$ cat config.mk
export PLATFORM = sky130hd
export DESIGN_NAME = enigma_ctrl_flat
export DESIGN_NICKNAME = d
export VERILOG_FILES = /design/src/rtl/enigma_ctrl_if.sv /design/src/rtl/enigma_ctrl.sv /design/src/flat_wrapper.sv
export SDC_FILE = /design/constraint.sdc
export NUM_CORES = 1
export LEC_CHECK = 0
export ABC_CLOCK_PERIOD_IN_PS = 1700
export CORE_UTILIZATION = 25
export DETAILED_ROUTE_END_ITERATION = 10
export GPL_TIMING_DRIVEN = 0
export SYNTH_ARGS = -nofsm -noshare
export SYNTH_HDL_FRONTEND = slang
export SYNTH_SLANG_ARGS = --single-unit
$ cat constraint.sdc
create_clock -name clk -period 1.7 [get_ports clk]
set_input_delay 0.255 -clock clk [delete_from_list [all_inputs] [get_ports clk]]
set_output_delay 0.255 -clock clk [all_outputs]
set_load 0.1 [all_outputs]
$ cat src/rtl/enigma_ctrl_if.sv
// Byte-stream handshake bundle between a host and the enigma controller.
// The host is the master; the controller is the slave on both streams.
interface enigma_ctrl_if;
  logic       in_valid;
  logic [7:0] in_data;
  logic       in_ready;
  logic       out_valid;
  logic [7:0] out_data;
  logic       out_ready;

  modport master (
    output in_valid, in_data, out_ready,
    input  in_ready, out_valid, out_data
  );

  modport slave (
    input  in_valid, in_data, out_ready,
    output in_ready, out_valid, out_data
  );
endinterface

$ cat src/rtl/enigma_ctrl.sv
// ASCII front end for an Enigma cipher core: letters are sent to the core,
// other bytes are echoed unchanged, and a space is inserted every GROUP letters.
module enigma_ctrl #(
  parameter int unsigned GROUP = 5
) (
  input  logic              clk,
  input  logic              rst,
  input  logic              msg_start,
  enigma_ctrl_if.slave      bus,
  output logic              core_rst,
  output logic              core_valid_in,
  output logic [4:0]        core_char_in,
  input  logic              core_valid_out,
  input  logic [4:0]        core_char_out,
  output logic [15:0]       char_count,
  output logic              err
);

  localparam int unsigned GW = (GROUP > 0) ? $clog2(GROUP + 1) : 1;

  localparam logic [2:0] CLR  = 3'd0;
  localparam logic [2:0] IDLE = 3'd1;
  localparam logic [2:0] FEED = 3'd2;
  localparam logic [2:0] WAIT = 3'd3;
  localparam logic [2:0] OUT  = 3'd4;
  localparam logic [2:0] SEP  = 3'd5;

  logic [2:0]    state, state_n;
  logic [4:0]    code, code_n;
  logic [7:0]    out_data, out_data_n;
  logic [15:0]   cnt, cnt_n;
  logic [GW-1:0] grp, grp_n;
  logic          err_q, err_n;

  logic is_upper, is_lower;

  assign is_upper = (bus.in_data >= 8'h41) && (bus.in_data <= 8'h5A);
  assign is_lower = (bus.in_data >= 8'h61) && (bus.in_data <= 8'h7A);

  // Output decodes of the state register
  assign core_rst      = (state == CLR);
  assign core_valid_in = (state == FEED);
  assign core_char_in  = code;
  assign bus.in_ready  = (state == IDLE) && !msg_start;
  assign bus.out_valid = (state == OUT) || (state == SEP);
  assign bus.out_data  = out_data;
  assign char_count    = cnt;
  assign err           = err_q;

  always_ff @(posedge clk or posedge rst) begin
    if (rst) begin
      state    <= CLR;
      code     <= '0;
      out_data <= '0;
      cnt      <= '0;
      grp      <= '0;
      err_q    <= 1'b0;
    end else begin
      state    <= state_n;
      code     <= code_n;
      out_data <= out_data_n;
      cnt      <= cnt_n;
      grp      <= grp_n;
      err_q    <= err_n;
    end
  end

  always_comb begin
    state_n    = state;
    code_n     = code;
    out_data_n = out_data;
    cnt_n      = cnt;
    grp_n      = grp;
    err_n      = err_q;
    case (state)
      CLR: state_n = IDLE;
      IDLE: begin
        // A message start wins over a byte offered in the same cycle
        if (msg_start) begin
          state_n = CLR;
          cnt_n   = '0;
          grp_n   = '0;
        end else if (bus.in_valid) begin
          if (is_upper) begin
            code_n  = 5'(bus.in_data - 8'h41);
            state_n = FEED;
          end else if (is_lower) begin
            code_n  = 5'(bus.in_data - 8'h61);
            state_n = FEED;
          end else begin
            out_data_n = bus.in_data;
            state_n    = OUT;
          end
        end
      end
      FEED: state_n = WAIT;
      WAIT: begin
        if (core_valid_out && (core_char_out <= 5'd25)) begin
          out_data_n = 8'(8'h41 + 8'(core_char_out));
        end else begin
          out_data_n = 8'h3F;
          err_n      = 1'b1;
        end
        if (cnt != 16'hFFFF) cnt_n = 16'(cnt + 16'd1);
        grp_n   = GW'(grp + GW'(1));
        state_n = OUT;
      end
      OUT: begin
        if (bus.out_ready) begin
          if ((GROUP != 0) && (grp == GW'(GROUP))) begin
            grp_n      = '0;
            out_data_n = 8'h20;
            state_n    = SEP;
          end else begin
            state_n = IDLE;
          end
        end
      end
      SEP: if (bus.out_ready) state_n = IDLE;
      default: state_n = CLR;
    endcase
  end

endmodule

$ cat src/flat_wrapper.sv
// flat-port wrapper written by rule: the top's interface ports become plain ports
module enigma_ctrl_flat 
#(
  parameter int unsigned GROUP = 5
)
  (clk, rst, msg_start, core_rst, core_valid_in, core_char_in, core_valid_out, core_char_out, char_count, err, bus_in_valid, bus_in_data, bus_out_ready, bus_in_ready, bus_out_valid, bus_out_data);
  enigma_ctrl_if bus_i ();
  input  logic clk;
  input  logic rst;
  input  logic msg_start;
  output logic core_rst;
  output logic core_valid_in;
  output logic [4:0] core_char_in;
  input  logic core_valid_out;
  input  logic [4:0] core_char_out;
  output logic [15:0] char_count;
  output logic err;
  input wire logic [$bits(bus_i.in_valid)-1:0] bus_in_valid;
  input wire logic [$bits(bus_i.in_data)-1:0] bus_in_data;
  input wire logic [$bits(bus_i.out_ready)-1:0] bus_out_ready;
  output wire logic [$bits(bus_i.in_ready)-1:0] bus_in_ready;
  output wire logic [$bits(bus_i.out_valid)-1:0] bus_out_valid;
  output wire logic [$bits(bus_i.out_data)-1:0] bus_out_data;
  assign bus_i.in_valid = bus_in_valid;
  assign bus_i.in_data = bus_in_data;
  assign bus_i.out_ready = bus_out_ready;
  assign bus_in_ready = bus_i.in_ready;
  assign bus_out_valid = bus_i.out_valid;
  assign bus_out_data = bus_i.out_data;
  enigma_ctrl #(.GROUP(GROUP)) u_core (.clk(clk), .rst(rst), .msg_start(msg_start), .bus(bus_i), .core_rst(core_rst), .core_valid_in(core_valid_in), .core_char_in(core_char_in), .core_valid_out(core_valid_out), .core_char_out(core_char_out), .char_count(char_count), .err(err));
endmodule
==> qor.log <==
INFO  clocking       cts-buffers-inserted=5
INFO  power          power_frac_seq=24.6%
INFO  clocking       hold_buffers_post_cts=0
INFO  power          sw_pwr=2.73mW
INFO  timing         relative_slew_margins=47.0%
INFO  floorplanning  design.die.area=8890um2
INFO  setup_path     crit_type=flop to flop
INFO  logic_synthesis count_of_flip_flops_with_a_built_in_enable_after_synthesis=0
INFO  setup_path     worst-r2r-setup-slack=-0.21ns
INFO  global_route   largest_net_degree_at_the_start_of_global_routing=37
INFO  floorplanning  initial_utilization=25.9%
INFO  placed_design  dp_hpwl=4.11mm
INFO  setup_path     cp_slowest_stage_delay=0.49ns
INFO  final_layout   final_common_cell=sky130_fd_sc_hd__clkdlybuf4s15_2
INFO  setup_path     cp-start-kind=flop
INFO  power          leakage_power_of_the_design=1.42nW
INFO  drt            post_drt_wl_per_cell=14.2um
INFO  drt            detail_route.iter0.violations=69
INFO  global_route   grt.overflow.total=0
INFO  clocking       cts.path.max_buffers=2
INFO  drt            detail_route.vias_per_cell=4.94
INFO  setup_path     end_kind=flop
INFO  setup_path     worst_r2r_path_depth=6
INFO  logic_synthesis synth.distinct_cells=49
INFO  timing         achievable-frequency=524MHz
INFO  logic_synthesis synthTopCellsByArea=sky130_fd_sc_hd__dfrtp_1, sky130_fd_sc_hd__ha_1, sky130_fd_sc_hd__o21ai_0, sky130_fd_sc_hd__xnor2_1, sky130_fd_sc_hd__nand2_1
INFO  timing         fin_skew=0.00392ns
INFO  placed_design  gp_congestion=0.809
INFO  final_layout   finish.utilization=42.0%
INFO  setup_path     worst-endpoint-required=1.91ns
INFO  timing         layout_min_cycle_time=1.91ns
INFO  timing         finalHoldViolations=0
INFO  timing         final_critical_path_setup_slack=-0.209ns
INFO  timing         rsz0062_at_grt=true
INFO  timing         post-route-period-util=112%
INFO  logic_synthesis synth-async-reset-ratio=100%
INFO  power          pwr-share-clk=12.8%
INFO  logic_synthesis post_synth_instance_area=2130um2
INFO  placed_design  io_buf_count=52
INFO  logic_synthesis post_synth_inst_count=228
INFO  global_route   grt_resource_usage_total=13.4%
INFO  power          sw_frac_of_total=54.4%
INFO  drt            dr_total_vias=2080
INFO  clocking       clock_insertion_delay_worst_skew=0.28ns
INFO  clocking       tritoncts_clock_tree=built
INFO  power          peakVddDrop=1.07mV
INFO  timing         tns=-1.77ns
INFO  power          p_int=2.29mW
INFO  logic_synthesis yosysWarningCount=0
INFO  clocking       htree_levels=2
INFO  power          p_comb_share=62.6%
INFO  final_layout   num_antenna_cells=0
INFO  timing         finalHoldWorstSlack=0.273ns
INFO  floorplanning  std_cell_rows=33
INFO  worst_hold_path holdPathEnd=u_core.core_char_in[0]
INFO  run_status     result_of_the_run=finished, violations left
INFO  worst_hold_path min_delay_path_depth=2
INFO  logic_synthesis postSynthRegisterBits=36
INFO  logic_synthesis synth.yosys.seq_area_share=42.3%
INFO  logic_synthesis netlist.top_cell.by_area=sky130_fd_sc_hd__dfrtp_1
INFO  final_layout   drive_above_1_share=43.7%
INFO  drt            wl=5.98mm
INFO  setup_path     cell_with_the_biggest_individual_delay_on_the_critical_path=sky130_fd_sc_hd__dfrtp_4
INFO  final_layout   n_fill_cell=813
INFO  logic_synthesis syn-mean-instance-area=9.34um2
INFO  floorplanning  die-width=94.3um
INFO  job            drv.max_cap_violation_count=0
INFO  final_layout   syn_to_final_growth=62.0%
INFO  worst_hold_path timing.hold.worst.start=bus_in_data[0]
INFO  floorplanning  die_h=94.3um
INFO  run_status     violations=negative setup slack
INFO  setup_path     timing.critical_path.arrival=2.12ns
INFO  drt            dr_pass1_iterations=4
INFO  timing         finalSetupViolations=18
INFO  drt            post_route_drc=0
INFO  global_route   global_route_wire_length_before_repair=9.23mm
INFO  final_layout   final_cell_mix=sky130_fd_sc_hd__clkdlybuf4s15_2, sky130_fd_sc_hd__buf_4, sky130_fd_sc_hd__nand2_1, sky130_fd_sc_hd__dfrtp_1, sky130_fd_sc_hd__o21ai_0
INFO  power          power=5.02mW
INFO  logic_synthesis synth_top_flop_cell=sky130_fd_sc_hd__dfrtp_1
INFO  drt            detail-route-antenna-nets=0
INFO  clocking       clk_transition_reported_paths=0.08ns
INFO  setup_path     crit_path_cell_trace=ha_4 -> and4_4 -> and3_4 -> a21o_1 -> or4_1 -> a21oi_1
INFO  logic_synthesis synth_largest_type_area_fraction=42.3%
INFO  timing         maxSlewViolCount=0
INFO  placed_design  detailedPlace.worstSlack=-0.969ns
INFO  logic_synthesis syn-num-nets=255
INFO  setup_path     worstReg2RegEnd=u_core.char_count[9]
INFO  setup_path     worstPathMaxFanout=5
INFO  setup_path     crit-reg2reg-launch=u_core.char_count[1]
INFO  final_layout   design.final.nets=342
INFO  global_route   antenna_found_initial=0
INFO  floorplanning  top_level_ports=53
INFO  worst_hold_path min_path_type=input pin to flop
INFO  power          cellPowerDensity=1450nW/um2
INFO  clocking       cts_sinks=36
INFO  global_route   grt_pass1_vias=1905
INFO  floorplanning  core_region_area=8220um2
INFO  timing         worst-slew-pin-transition=0.794ns
INFO  clocking       ctsRootBufferMaster=sky130_fd_sc_hd__clkbuf_8
-- cell families (layout without fill, tap and decap cells) --
logic type	Yosys count	after routing	synth area share, %
simple gates	79	79	20.6
compound gates	60	60	18.4
flops	36	36	42.3
buf+inv	25	113	4.88
xor+xnor	11	11	4.52
mux	9	9	4.52
fa+ha+maj	8	8	4.70
-- registers in the layout (all words and copies together), names as in the netlist --
signal,count
u_core.char_count,16
u_core.bus.out_data,8
u_core.core_char_in,5
u_core.grp,3
u_core.state,3
u_core.err,1
-- per-stage QoR --
stage               instances  cell area (um2)
floorplan                 228             2320
global placement          385             2970
detailed placement        385             2970
CTS                       408             3260
global route              421             3450
finish                    421             3450
-- critical path: cells and delay by family (launching register included) --
family,cells,cell delay [ns]
and+or+nand+nor,3,0.83
DFF,1,0.49
AOI/OAI and AO/OA,2,0.34
adders and majority gates,1,0.17
-- Yosys cell counts (2+ instances only) --
cell type	instances
sky130_fd_sc_hd__a21oi_1	12
sky130_fd_sc_hd__nand4_1	4
sky130_fd_sc_hd__ha_1	8
sky130_fd_sc_hd__nor2_1	14
sky130_fd_sc_hd__or3_1	2
sky130_fd_sc_hd__clkbuf_1	3
sky130_fd_sc_hd__buf_4	2
sky130_fd_sc_hd__nor3_1	4
sky130_fd_sc_hd__buf_2	2
sky130_fd_sc_hd__nand3_1	7
sky130_fd_sc_hd__mux2_2	5
sky130_fd_sc_hd__o211ai_1	2
sky130_fd_sc_hd__and4_1	2
sky130_fd_sc_hd__mux2i_1	4
sky130_fd_sc_hd__and3_1	3
sky130_fd_sc_hd__o21ai_0	20
sky130_fd_sc_hd__nand2_1	21
sky130_fd_sc_hd__a22o_1	2
sky130_fd_sc_hd__nor4_1	7
sky130_fd_sc_hd__dfrtp_1	36
sky130_fd_sc_hd__a21o_1	2
sky130_fd_sc_hd__o21a_1	2
sky130_fd_sc_hd__o31ai_1	5
sky130_fd_sc_hd__a31oi_1	4
sky130_fd_sc_hd__or4_1	3
sky130_fd_sc_hd__inv_1	18
sky130_fd_sc_hd__nand2b_1	2
sky130_fd_sc_hd__xnor2_1	11
-- worst max path at each step --
stage,start,end,slack [ns],depth (start not counted)
final,u_core.char_count[1],u_core.char_count[9],-0.21,6
after global routing,u_core.char_count[1],u_core.char_count[9],-0.26,6
after CTS,u_core.char_count[0],u_core.char_count[9],-0.25,6
after detailed placement,msg_start,bus_in_ready,-0.97,3
after global placement,msg_start,bus_in_ready,-0.98,3
after floorplan,u_core.state[2],u_core.core_char_in[4],-0.92,4
-- per-layer routing --
| metal | part of all wire (%) | routed length, um | up-vias | GRT usage, % |
|---|---|---|---|---|
| li1 | - | - | 999 | - |
| met1 | 43 | 2590 | 1008 | 16.6 |
| met5 | 0 | 0 | - | 0 |
| met3 | 5.2 | 312 | 7 | 3.40 |
| met4 | 1.0 | 60 | 0 | 3.72 |
| met2 | 50 | 3020 | 66 | 22.8 |
-- final cells by class --
class	count	area [um2]	area share (%)
Multi-Input combinational cell	167	1350	39.2
Inverter	18	77.6	2.25
Timing Repair Buffer	80	782	22.7
Sequential cell	36	947	27.4
Clock buffer	8	90.1	2.61
Tap cell	105	131	3.81
Buffer	7	70.1	2.03
-- power by group through the flow --
stage / registers (mW) / clock network [mW] / logic, mW
6_report: 1.24 / 0.642 / 3.14
5_1_grt: 1.26 / 0.700 / 3.27
3_3_place_gp: 1.25 / 0 / 2.87
2_1_floorplan: 2.53 / 0 / 0.912
4_1_cts: 1.23 / 0.670 / 3.01
3_5_place_dp: 1.25 / 0 / 2.88
-- what timing repair did --
item | in CTS | in global routing
endpoints found under the setup margin | 68 | 34
pin swaps | 7 | 19
setup buffers | 15 | 15
gates resized for setup | 138 | 28
(Power assumes the default switching activity.)
